--- config.mk ---
export PLATFORM = sky130hd
export DESIGN_NAME = jtag_scan_master_flat
export DESIGN_NICKNAME = d
export VERILOG_FILES = /design/src/rtl/jtag_pkg.sv /design/src/rtl/jtag_scan_master_if.sv /design/src/rtl/jtag_tap_mirror.sv /design/src/rtl/jtag_scan_master.sv /design/src/flat_wrapper.sv
export SDC_FILE = /design/constraint.sdc
export NUM_CORES = 1
export LEC_CHECK = 0
export BUFFER_PORTS_ARGS = -buffer_cell sky130_fd_sc_hd__buf_2
export CAP_MARGIN = 20
export CORE_ASPECT_RATIO = 1.1
export CORE_UTILIZATION = 40
export DETAILED_ROUTE_END_ITERATION = 6
export SLEW_MARGIN = 10
export SYNTH_ARGS = -nofsm -noshare
export SYNTH_HDL_FRONTEND = slang
export SYNTH_SLANG_ARGS = --single-unit
--- constraint.sdc ---
create_clock -name TCLK -period 3.5 [get_ports TCLK]
set_input_delay 0.525 -clock TCLK [delete_from_list [all_inputs] [get_ports TCLK]]
set_output_delay 0.525 -clock TCLK [all_outputs]
set_load 0.01 [all_outputs]
--- src/rtl/jtag_pkg.sv ---
// jtag_pkg: shared TAP state encoding and scan-master constants
package jtag_pkg;
  localparam int MAX_LEN = 36;
  localparam int IR_LEN = 2;
  typedef enum logic [3:0] {
    TLR, RTI, SEL_DR, CAP_DR, SHIFT_DR, EXIT1_DR, PAUSE_DR, EXIT2_DR, UPD_DR,
    SEL_IR, CAP_IR, SHIFT_IR, EXIT1_IR, PAUSE_IR, EXIT2_IR, UPD_IR
  } tap_state_t;
  typedef enum logic [1:0] {SQ_INIT, SQ_IDLE, SQ_SCAN} seq_t;
endpackage

--- src/rtl/jtag_scan_master_if.sv ---
// jtag_scan_master_if: command/response handshake between a host and the scan master
// cmd_err exists only when JTAG_SCAN_MASTER_LEN_CHECK_EN is defined.
interface jtag_scan_master_if;
  logic        cmd_valid;
  logic        cmd_ready;
  logic        cmd_is_ir;
  logic [5:0]  cmd_len;
  logic [35:0] cmd_data;
  logic        rsp_valid;
  logic [35:0] rsp_data;
`ifdef JTAG_SCAN_MASTER_LEN_CHECK_EN
  logic        cmd_err;
`endif
  modport master (
`ifdef JTAG_SCAN_MASTER_LEN_CHECK_EN
    input  cmd_err,
`endif
    output cmd_valid, cmd_is_ir, cmd_len, cmd_data,
    input  cmd_ready, rsp_valid, rsp_data
  );
  modport slave (
`ifdef JTAG_SCAN_MASTER_LEN_CHECK_EN
    output cmd_err,
`endif
    input  cmd_valid, cmd_is_ir, cmd_len, cmd_data,
    output cmd_ready, rsp_valid, rsp_data
  );
endinterface

--- src/rtl/jtag_tap_mirror.sv ---
// jtag_tap_mirror: IEEE 1149.1 TAP next-state function (state, TMS -> next state)
module jtag_tap_mirror
  import jtag_pkg::*;
(
  input  tap_state_t state,
  input  logic       tms,
  output tap_state_t nxt
);
  always_comb begin
    nxt = TLR;
    case (state)
      TLR:      nxt = tms ? TLR      : RTI;
      RTI:      nxt = tms ? SEL_DR   : RTI;
      SEL_DR:   nxt = tms ? SEL_IR   : CAP_DR;
      CAP_DR:   nxt = tms ? EXIT1_DR : SHIFT_DR;
      SHIFT_DR: nxt = tms ? EXIT1_DR : SHIFT_DR;
      EXIT1_DR: nxt = tms ? UPD_DR   : PAUSE_DR;
      PAUSE_DR: nxt = tms ? EXIT2_DR : PAUSE_DR;
      EXIT2_DR: nxt = tms ? UPD_DR   : SHIFT_DR;
      UPD_DR:   nxt = tms ? SEL_DR   : RTI;
      SEL_IR:   nxt = tms ? TLR      : CAP_IR;
      CAP_IR:   nxt = tms ? EXIT1_IR : SHIFT_IR;
      SHIFT_IR: nxt = tms ? EXIT1_IR : SHIFT_IR;
      EXIT1_IR: nxt = tms ? UPD_IR   : PAUSE_IR;
      PAUSE_IR: nxt = tms ? EXIT2_IR : PAUSE_IR;
      EXIT2_IR: nxt = tms ? UPD_IR   : SHIFT_IR;
      UPD_IR:   nxt = tms ? SEL_DR   : RTI;
      default:  nxt = TLR;
    endcase
  end
endmodule

--- src/rtl/jtag_scan_master.sv ---
// jtag_scan_master: IR/DR scan sequencer driving a JTAG TAP from latched commands
// JTAG_SCAN_MASTER_LEN_CHECK_EN rejects zero/oversize lengths with cmd_err instead of clamping.
module jtag_scan_master #(
  parameter int MAX_LEN = jtag_pkg::MAX_LEN
) (
  input  logic              TCLK,
  input  logic              TRST,
  jtag_scan_master_if.slave bus,
  output logic              TMS,
  output logic              TDI,
  input  logic              TDO
);
  import jtag_pkg::*;
  localparam logic [5:0] ML = 6'(MAX_LEN);
  seq_t seq, seq_n;
  tap_state_t tap, tap_n;
  logic [5:0] cnt, cnt_n, cnt_sh, len, len_n;
  logic ir, ir_n, tms_n, tdi_n, valid, valid_n, bad, chk, shift_now, shift_nxt;
  logic [35:0] data, data_n, rdata, rdata_n;

  jtag_tap_mirror u_mirror (.state(tap), .tms(TMS), .nxt(tap_n));

  assign bad = bus.cmd_len == '0 || bus.cmd_len > ML;
  assign shift_now = tap == SHIFT_DR || tap == SHIFT_IR;
  assign shift_nxt = tap_n == SHIFT_DR || tap_n == SHIFT_IR;
  assign cnt_sh = shift_now ? cnt + 6'd1 : cnt;
  assign bus.cmd_ready = seq == SQ_IDLE && tap == RTI;
  assign bus.rsp_valid = valid;
  assign bus.rsp_data = rdata;

`ifdef JTAG_SCAN_MASTER_LEN_CHECK_EN
  logic err;
  assign chk = bad;
  assign bus.cmd_err = err;
  // a response issued straight from IDLE is always a rejected command
  always_ff @(posedge TCLK or negedge TRST)
    if (!TRST) err <= 1'b0;
    else if (valid_n) err <= seq == SQ_IDLE;
`else
  assign chk = 1'b0;
`endif

  // TMS/TDI for the next edge are chosen from the state the mirror is about to enter
  always_comb begin
    seq_n = seq;
    cnt_n = cnt;
    len_n = len;
    ir_n = ir;
    data_n = data;
    tms_n = 1'b0;
    tdi_n = 1'b0;
    valid_n = 1'b0;
    rdata_n = rdata;
    case (seq)
      SQ_INIT: begin
        cnt_n = cnt == 6'd5 ? '0 : cnt + 6'd1;
        tms_n = cnt < 6'd4;
        seq_n = cnt == 6'd5 ? SQ_IDLE : SQ_INIT;
      end
      SQ_IDLE: if (bus.cmd_valid && bus.cmd_ready) begin
        rdata_n = '0;
        valid_n = chk;
        seq_n = chk ? SQ_IDLE : SQ_SCAN;
        tms_n = !chk;
        cnt_n = '0;
        len_n = bad ? ML : bus.cmd_len;
        ir_n = bus.cmd_is_ir;
        data_n = bus.cmd_data;
      end
      SQ_SCAN: begin
        if (shift_now) rdata_n[cnt] = TDO;
        cnt_n = cnt_sh;
        tms_n = tap_n == SEL_DR ? ir
              : shift_nxt ? (cnt_sh == len - 6'd1)
              : (tap_n == EXIT1_DR || tap_n == EXIT1_IR);
        tdi_n = shift_nxt && data[cnt_sh];
        valid_n = tap_n == RTI;
        seq_n = tap_n == RTI ? SQ_IDLE : SQ_SCAN;
      end
      default: seq_n = SQ_INIT;
    endcase
  end

  always_ff @(posedge TCLK or negedge TRST) begin
    if (!TRST) begin
      seq <= SQ_INIT;
      tap <= TLR;
      cnt <= '0;
      len <= '0;
      ir <= 1'b0;
      data <= '0;
      TMS <= 1'b1;
      TDI <= 1'b0;
      valid <= 1'b0;
      rdata <= '0;
    end else begin
      seq <= seq_n;
      tap <= tap_n;
      cnt <= cnt_n;
      len <= len_n;
      ir <= ir_n;
      data <= data_n;
      TMS <= tms_n;
      TDI <= tdi_n;
      valid <= valid_n;
      rdata <= rdata_n;
    end
  end
endmodule

--- src/flat_wrapper.sv ---
// flat-port wrapper written by rule: the top's interface ports become plain ports
module jtag_scan_master_flat import jtag_pkg::*;
#(
  parameter int MAX_LEN = jtag_pkg::MAX_LEN
)
  (TCLK, TRST, TMS, TDI, TDO, bus_cmd_valid, bus_cmd_is_ir, bus_cmd_len, bus_cmd_data, bus_cmd_ready, bus_rsp_valid, bus_rsp_data);
  jtag_scan_master_if bus_i ();
  input  logic TCLK;
  input  logic TRST;
  output logic TMS;
  output logic TDI;
  input  logic TDO;
  input wire logic [$bits(bus_i.cmd_valid)-1:0] bus_cmd_valid;
  input wire logic [$bits(bus_i.cmd_is_ir)-1:0] bus_cmd_is_ir;
  input wire logic [$bits(bus_i.cmd_len)-1:0] bus_cmd_len;
  input wire logic [$bits(bus_i.cmd_data)-1:0] bus_cmd_data;
  output wire logic [$bits(bus_i.cmd_ready)-1:0] bus_cmd_ready;
  output wire logic [$bits(bus_i.rsp_valid)-1:0] bus_rsp_valid;
  output wire logic [$bits(bus_i.rsp_data)-1:0] bus_rsp_data;
  assign bus_i.cmd_valid = bus_cmd_valid;
  assign bus_i.cmd_is_ir = bus_cmd_is_ir;
  assign bus_i.cmd_len = bus_cmd_len;
  assign bus_i.cmd_data = bus_cmd_data;
  assign bus_cmd_ready = bus_i.cmd_ready;
  assign bus_rsp_valid = bus_i.rsp_valid;
  assign bus_rsp_data = bus_i.rsp_data;
  jtag_scan_master #(.MAX_LEN(MAX_LEN)) u_core (.TCLK(TCLK), .TRST(TRST), .bus(bus_i), .TMS(TMS), .TDI(TDI), .TDO(TDO));
endmodule
## Word level (Yosys, flattened, before mapping)

Cells that the tools add are included.

| storage, ports and cells | value |
|---|---|
| flip-flop bits (word level) | 94 |
| latch bits | 0 |
| RAM bits | 0 |
| memory bits (read-only) | 0 |
| input port bits | 47 |
| output and inout port bits | 40 |
| memories kept | 0 |

| cells by class | value |
|---|---|
| add/subtract/negate cells | 2 |
| $mul | 0 |
| div/mod/pow operators | 0 |
| magnitude comparators | 5 |
| equality and inequality tests | 27 |
| shift-type cells | 0 |
| multiplexer cells | 36 |
| bitwise operators | 0 |
| reductions and logical operators | 19 |

Operators by type and width:

| cell | number |
|---|---|
| $mux W36 | 2 |
| $pmux W36 S2 | 1 |
| $pmux W4 S12 | 1 |
| $eq A4 B4 Y1 const B | 10 |
| $bwmux W36 | 1 |
| $eq A4 B3 Y1 const B | 6 |
| $mux W6 | 4 |
| $pmux W6 S3 | 1 |
| $mux W4 | 4 |
| $lt A6 B7 Y1 const B | 2 |
| $eq A4 B2 Y1 const B | 3 |
| $mux W1 | 11 |
| $mux W2 | 5 |
| $eq A4 B1 Y1 const B | 2 |
| $add A6 B1 Y6 const B | 1 |
| $bmux W1 S6 | 1 |
| $demux W1 S6 | 1 |
| $eq A6 B3 Y1 const B | 1 |
| $eq A6 B6 Y1 | 1 |
| $ge A6 B1 Y1 const B | 1 |
| $gt A6 B6 Y1 const B | 1 |
| $logic_not A6 Y1 | 1 |
| $lt A6 B3 Y1 const B | 1 |
| $mux W3 | 2 |
| other kinds (17) | 25 |

## Logic depth before layout (Yosys ltp)

Gate-level depths: netlist (run 1).

| depth | value |
|---|---|
| word-level depth | 8 |
| gate-level depth with buffers | 12 |

## By module

Synthesis (run 1) repeated with hierarchy kept, for this count alone.

| second synthesis, totals | value |
|---|---|
| cells, all modules | 521 |
| area, all modules | 5480.3 µm² |

Modules (own cells, without submodules):

| module | instances | cells each | area each (µm²) | sequential area each (µm²) |
|---|---|---|---|---|
| jtag_scan_master | 1 | 488 | 5271.3 | 2353.5 |
| jtag_tap_mirror | 1 | 33 | 209.0 | 0.0 |

## Worst setup path after synthesis (run 1)

Ideal clock, no wire load.

| timing | value |
|---|---|
| path type | register to register |
| from | register u_core.cnt[1] |
| to | register u_core.TDI |
| data arrival time | 2.669 ns |
| required time | 3.362 ns |
| slack | 0.693 ns |
| stages on the path, launching flop included | 12 |
| path through | dfrtp_1 > clkbuf_1 > inv_2 > clkbuf_1 > ha_1 > a22o_1 > a221oi_2 > buf_2 > o211ai_1 > a32o_1 > o41ai_1 > a211oi_2 |

| on the way | value |
|---|---|
| cells in the longest elaborated chain, start to end | 6 |

RTL lines:

| what | line | source |
|---|---|---|
| start, declared | jtag_scan_master.sv:17 | `logic [5:0] cnt, cnt_n, cnt_sh, len, len_n;` |
| start signal, assigned | jtag_scan_master.sv:99 | `cnt <= cnt_n;` |
| $add A6 B1 Y6 | jtag_scan_master.sv:26 | `assign cnt_sh = shift_now ? cnt + 6'd1 : cnt;` |
| $mux W6 (*) | jtag_scan_master.sv:26 |  |
| $bmux W1 S6 (*) | jtag_scan_master.sv:76 | `tdi_n = shift_nxt && data[cnt_sh];` |
| $mux W1 (not written as such) (*) | jtag_scan_master.sv:76 |  |
| $logic_and A1 B1 Y1 (*) | jtag_scan_master.sv:76 |  |
| $mux W1 (*) | jtag_scan_master.sv:54 | `case (seq)` |
| via u_core.tdi_n | jtag_scan_master.sv:18 | `logic ir, ir_n, tms_n, tdi_n, valid, valid_n, bad, chk, shift_now, shift_nxt;` |
| end signal, assigned | jtag_scan_master.sv:104 | `TDI <= tdi_n;` |
| end, declared | jtag_scan_master.sv:10 | `output logic TDI,` |

The timed path passes the listed nets; every way through them passes the cells marked *. The select of a mux whose other input is x is not followed.
A chain may end at the register's enable or synchronous reset.

## Worst setup path in the final report (run 1)

| timing | value |
|---|---|
| from | register u_core.cnt[0] |
| to | register u_core.TDI |

The elaborated chain is that of the path after synthesis.

==> run_results.csv, run 1 <==
group,metric,value,unit
global_route,grt_max_degree,82,
yosys,yosys.area.top_type,"dfrtp_1",
global_route,gr-total-overflow,0,
global_route,antenna_found_initial,0,
global_route,grt_usage,19.1,%
worst_setup_path,crit_slowest_cell,"dfrtp_1",
clocking,tritoncts,"yes",
outcome,status,"finished with violations",
worst_setup_path,startpoint_type,"flop",
worst_hold_path,hold_class,"primary input to asynchronous set/reset pin",
pwr,p_sw_share,41.1,%
route,drt_iter0_markers,395,
pwr,power,5310,uW
die,start_util,41.5,%
route,wl_per_cell,16.5,um
global_route,grt_pass1_vias,4068,
outcome,violations,"design-rule violations",
sta,rsz0062_at_grt,"false",
sta,setup_slack,0.665,ns
clocking,clk_latency,0.36,ns
clocking,cts_setup_buffers,0,
clocking,ctsResizeCount,0,
yosys,yosysMostFrequentCell,"dfrtp_1",
final_layout,multiInputGateArea,2700,um^2
yosys,postSynthAreaPerCell,10.0,um^2
route,dr.pass1.iters,6,
worst_setup_path,arrival,3.06,ns
sta,max_freq,353,MHz
yosys,synth_seq_area_share,44.7,%
yosys,netlist.area_leader.share,44.2,%
placement,dpl_worst_slack,0.685,ns
yosys,ys_ff_latch,94,
final_layout,design_area,6140,um^2
final_layout,num-fill-cells,1214,
route,drt.antenna.violating_nets,0,
worst_setup_path,crit_type,"flop to flop",
route,wl,12400,um
sta,fin_tns_setup,0,ns
die,die_w,111,um
clocking,clk_pin_slew,0.07,ns
yosys,synth_common_cells,"dfrtp_1, nand2_1, o21ai_0, mux2_2, a22o_1",
pwr,p_leak,0.00288,uW
pwr,clkPwrFrac,20.8,%
final_layout,layout.nets,645,
route,vias,4183,
final_layout,num_antenna_cells,0,
sta,drv_slew,0,
worst_setup_path,crit_family,"compound AO/OA/AOI/OAI gates",
sta,hold_viol,0,
yosys,yosys_warnings,0,
final_layout,drive_gt1_share,27.5,%
yosys,synth.distinct_cells,71,
sta,post-route-period-util,81.0,%
clocking,cts-root-buf,"clkbuf_16",
sta,min_period,2.83,ns
final_layout,fin_cells,753,
yosys,synth_nets,578,
sta,max_slew_margin,44.8,%
die,boundaryPins,87,
route,viasPerCell,5.56,
clocking,clock_sink_count,94,
sta,fin_worst_skew,0.0104,ns
worst_setup_path,crit_buf_inv,1,
sta,setup_viol,0,
worst_setup_path,path_cells,"ha_1, a22o_1, a221oi_2, buf_4, o211ai_1, a32o_1, o41ai_1, a211oi_2",
sta,tightest_slew,0.822,ns
die,fp.dieArea,13600,um^2
pwr,switchingPower,2180,uW
clocking,cts.hold.buffers_added,0,
pwr,peakVddDrop,0.336,mV
pwr,p_int,3130,uW
placement,placed_area,5770,um^2
placement,io_buffer_count,86,
pwr,power_frac_comb,45.4,%
final_layout,areaGrowthSynthToFinish,16.6,%
clocking,numCtsBuffers,9,
yosys,synth-async-reset-ratio,100,%
worst_setup_path,cp.required,3.72,ns
run,maxCapViolations,0,
worst_setup_path,cpPeakStageDelay,0.69,ns
clocking,cts_max_level,3,
die,die_y,122,um
final_layout,ff_latch_area,2350,um^2
clocking,cts.path.max_buffers,2,
global_route,grt_pass1_wl,20300,um
pwr,powerDensity,866,nW/um^2
yosys,synth_area_leaders,"dfrtp_1, mux2_2, a22o_1, o21ai_0, nand2_1",
placement,dp_cells,736,
yosys,syn_area,5260,um^2
worst_setup_path,path_max_fanout,21,
route,route.detailed.drc,14,
die,rows,43,
pwr,p_seq_share,33.7,%
yosys,synth_edf_count,0,
worst_setup_path,critPathCaptureType,"flop",
placement,dpl.hpwl,9020,um
yosys,synthCells,524,
yosys,synth-main-ff-cell,"dfrtp_1",
die,fp.coreArea,12700,um^2
placement,gp_congestion,0.832,
[cells by family (layout without fill, tap and decap cells)]
family | after synthesis | in the layout | synth area share (%)
compound gates | 156 | 156 | 20.4
flops | 94 | 94 | 44.7
mux | 46 | 46 | 11.1
fa+ha+maj | 7 | 7 | 1.66
buf+inv | 48 | 120 | 3.99
xor+xnor | 15 | 15 | 2.76
simple gates | 158 | 158 | 15.3
[per-layer routing]
metal	wire [um]	track usage, %
met5	0	0
met4	325	10.6
met3	576	3.60
met2	5910	31.4
met1	5570	23.8
[layout make-up]
type,count,share of cell area (%)
Clock buffer,11,4.12
Sequential cell,94,38.4
Inverter,11,0.673
Multi-Input combinational cell,382,44.0
Tap cell,157,3.20
Clock inverter,5,1.41
Timing Repair Buffer,93,8.24
[sequential cells by signal, summed over array words and instances, names as in the netlist, 2 cells and up]
| register | count |
|---|---|
| u_core.seq | 2 |
| u_core.bus.rsp_data | 36 |
| u_core.len | 6 |
| u_core.cnt | 6 |
| u_core.tap | 4 |
| u_core.data | 36 |
[placed cells by master, fill, tap and decap left out, drive strengths merged, types with 9 or more instances in the layout]
master	instances
o21ai	60
dfrtp	93
clkbuf	11
buf	93
inv	12
a21oi	15
a22o	37
nand2	61
xnor2	9
nor3	10
mux2	38
nor2	27
nand3	14
[final timing paths]
path	startpoint	endpoint	slack, ns	cells past startpoint
max	u_core.cnt[0]	u_core.TDI	0.67	8
max in group asynchronous	TRST	u_core.data[10]	2.87	2
max reg2reg	u_core.cnt[0]	u_core.TDI	0.67	8
min reg2reg	u_core.bus.rsp_data[17]	u_core.bus.rsp_data[17]	0.50	1
min in group TCLK	bus_cmd_data[12]	u_core.data[12]	0.40	2
min	TRST	u_core.cnt[4]	0.04	1
[power groups by stage]
stage,Sequential (uW),Combinational [uW],Clock (uW)
2_1_floorplan,1570,2130,0
3_3_place_gp,1800,2350,0
3_5_place_dp,1810,2400,0
4_1_cts,1790,2410,1130
5_1_grt,1850,2700,1170
6_report,1790,2410,1110
[stage by stage]
stage          hold slack (ns)  utilization, %
4_1_cts                  0.382            48.1
3_5_place_dp             0.483            45.4
3_3_place_gp             0.483            45.4
5_1_grt                 0.0495            48.3
2_1_floorplan            0.229               -
6_report                0.0424            48.3
Note: power is estimated with default switching activity, not from simulation.
==> run 2, diff against run 1 <==
--- a/config.mk
+++ b/config.mk
@@ -5,6 +5,7 @@
 export SDC_FILE = /design/constraint.sdc
 export NUM_CORES = 1
 export LEC_CHECK = 0
+export ABC_AREA = 1
 export BUFFER_PORTS_ARGS = -buffer_cell sky130_fd_sc_hd__buf_2
 export CAP_MARGIN = 20
 export CORE_ASPECT_RATIO = 1.1
==> constraint.sdc (replaced) <==
create_clock -name TCLK -period 2.56 [get_ports TCLK]
set_input_delay 0.384 -clock TCLK [delete_from_list [all_inputs] [get_ports TCLK]]
set_output_delay 0.384 -clock TCLK [all_outputs]
set_load 0.01 [all_outputs]
==> run_results.csv, run 2 <==
group,metric,value,unit
yosys,yosys.area.top_type,"dfrtp_1",
global_route,grt_pass1_vias,4832,
final_layout,final_util,48.4,%
pwr,powerDensity,1180,nW/um^2
sta,fin_worst_skew,0.00693,ns
final_layout,mostFrequentLayoutCells,"nand2_1, dfrtp_1, buf_2, nand3_1, o21ai_0",
yosys,synth_xor_area_share,1.00,%
route,route.detailed.drc,4,
pwr,p_leak,0.00317,uW
worst_setup_path,cpMostUsedCell,"nor2_2",
yosys,netlist.area_leader.share,44.5,%
route,drt.antenna.violating_nets,0,
clocking,cts.path.max_buffers,2,
worst_setup_path,arrival,2.58,ns
yosys,synthAdderAreaFrac,1.67,%
final_layout,drive_gt1_share,15.7,%
yosys,synth_nets,782,
worst_setup_path,startpoint_type,"flop",
worst_setup_path,crit_type,"flop to flop",
final_layout,layout.nets,862,
clocking,ctsResizeCount,0,
clocking,clk_pin_slew,0.07,ns
clocking,numCtsBuffers,9,
die,start_util,41.2,%
clocking,cts.hold.buffers_added,0,
route,vias,5021,
worst_setup_path,crit_slowest_cell,"dfrtp_1",
clocking,tritoncts,"yes",
yosys,syn_area,5230,um^2
worst_setup_path,crit_family,"simple AND/OR/NAND/NOR gates",
route,wl,14000,um
final_layout,multiInputGateArea,2540,um^2
clocking,clock_sink_count,94,
die,rows,43,
sta,min_period,2.34,ns
sta,post-route-period-util,91.5,%
die,die_w,111,um
sta,rsz0062_at_grt,"false",
route,drt_iter0_markers,446,
final_layout,num-fill-cells,1302,
global_route,grt_max_degree,51,
yosys,postSynthAreaPerCell,7.18,um^2
die,fp.coreArea,12700,um^2
outcome,violations,"design-rule violations",
die,fp.dieArea,13500,um^2
pwr,peakVddDrop,0.651,mV
outcome,status,"finished with violations",
yosys,synth-main-ff-cell,"dfrtp_1",
yosys,synth_seq_area_share,45.0,%
worst_setup_path,crit_buf_inv,1,
global_route,grt_pass1_wl,23600,um
worst_setup_path,cp.required,2.80,ns
clocking,cts_max_level,3,
worst_setup_path,critPathCaptureType,"flop",
clocking,cts-root-buf,"clkbuf_16",
clocking,clk_latency,0.35,ns
worst_setup_path,r2r_slack,0.22,ns
yosys,muxShareOfSynthArea,0,%
yosys,synth_common_cells,"nand2_1, dfrtp_1, nand3_1, o21ai_0, inv_1",
sta,hold_viol,0,
yosys,synth.distinct_cells,34,
global_route,grt_usage,22.1,%
sta,max_freq,427,MHz
final_layout,areaGrowthSynthToFinish,17.5,%
placement,gp_congestion,0.876,
route,dr.pass1.iters,7,
global_route,antenna_found_initial,0,
final_layout,final_common_cell,"nand2_1",
run,maxCapViolations,0,
yosys,yosysMostFrequentCell,"nand2_1",
final_layout,num_antenna_cells,0,
die,boundaryPins,87,
worst_setup_path,path_cells,"nor2_1, nand2_1, nor2_2, nand2_2, inv_2, nor2_2, a211oi_4, nand3_4, o31ai_1",
yosys,ys_ff_latch,94,
route,viasPerCell,5.19,
worst_hold_path,hold_class,"primary input to asynchronous set/reset pin",
final_layout,ff_latch_area,2350,um^2
sta,drv_slew,0,
yosys,synth_top_family_by_area,"simple AND/OR/NAND/NOR gates",
yosys,synthCells,728,
worst_setup_path,path_max_fanout,36,
sta,fin_tns_setup,0,ns
sta,max_slew_margin,54.5,%
yosys,synth_compound_area_share,13.7,%
die,die_y,122,um
route,wl_per_cell,14.4,um
yosys,yosys_warnings,0,
global_route,gr-total-overflow,0,
clocking,cts_setup_buffers,0,
yosys,synthSimpleGateAreaFrac,32.0,%
placement,io_buffer_count,86,
yosys,synth_edf_count,0,
placement,dpl.hpwl,9650,um
yosys,synth-async-reset-ratio,100,%
worst_setup_path,cpPeakStageDelay,0.42,ns
yosys,synth_area_leaders,"dfrtp_1, nand2_1, nand3_1, o31ai_1, o21ai_0",
sta,tightest_slew,0.682,ns
sta,setup_viol,0,
[run 2: cell types whose count changed after synthesis, sizes merged, moves of 6 or more]
cell	change
a211oi	-6
o31ai	+33
nand3	+46
and3	-8
nand2	+248
xnor2	-7
a22o	-37
nor2	+9
inv	+44
nand2b	-8
o21ai	-6
mux2	-38
o22ai	+6
a21oi	-9
[run 2: final timing paths]
path / to / from / depth (start not counted)
setup / recovery: u_core.bus.rsp_data[22] / u_core.tap[2] / 9
setup reg to reg: u_core.bus.rsp_data[22] / u_core.tap[2] / 9
hold reg to reg: u_core.bus.rsp_data[33] / u_core.bus.rsp_data[33] / 2
hold / removal: u_core.tap[1] / TRST / 1
max in group asynchronous: u_core.bus.rsp_data[32] / TRST / 2
min in group TCLK: u_core.data[10] / bus_cmd_data[10] / 3
[run 2: final cells by class]
type	count	share of cell area, %
clock inverter	2	0.265
sequential	94	38.3
multi-input combinational	544	41.3
tap	157	3.20
inverter	58	3.54
clock buffer	12	4.34
timing repair buffer	101	9.08
[run 2: kinds of logic (layout without fill, tap and decap cells)]
kind of cell | Yosys count | after routing
AND/OR/NAND/NOR | 416 | 416
XOR/XNOR | 6 | 6
AO/OA/AOI/OAI | 115 | 115
adder cells (fa/ha/maj) | 7 | 7
buffers and inverters | 90 | 173
flip-flops | 94 | 94
[run 2: power breakdown]
group          internal (uW)  switching, uW
registers               1950            361
logic                   1230           2420
clock network            732            582
total                   3910           3370
[run 2: metal layers]
layer	track usage [%]	wire [um]	up-vias
li1	-	-	2523
met1	28.7	6410	2323
met4	9.80	290	0
met3	3.33	698	21
met5	0	0	-
met2	37.0	6590	154
[run 2: through the flow]
step / instances / setup slack (ns) / area, um^2 / power, uW / hold WS, ns
floorplan: 728 / 0.471 / 5230 / 4920 / 0.0884
global placement: 954 / 0.254 / 5860 / 5920 / 0.460
detailed placement: 954 / 0.231 / 5860 / 5950 / 0.464
CTS: 968 / 0.202 / 6140 / 7300 / 0.100
global route: 968 / 0.00687 / 6150 / 8000 / 0.130
finish: 968 / 0.217 / 6150 / 7280 / 0.0824
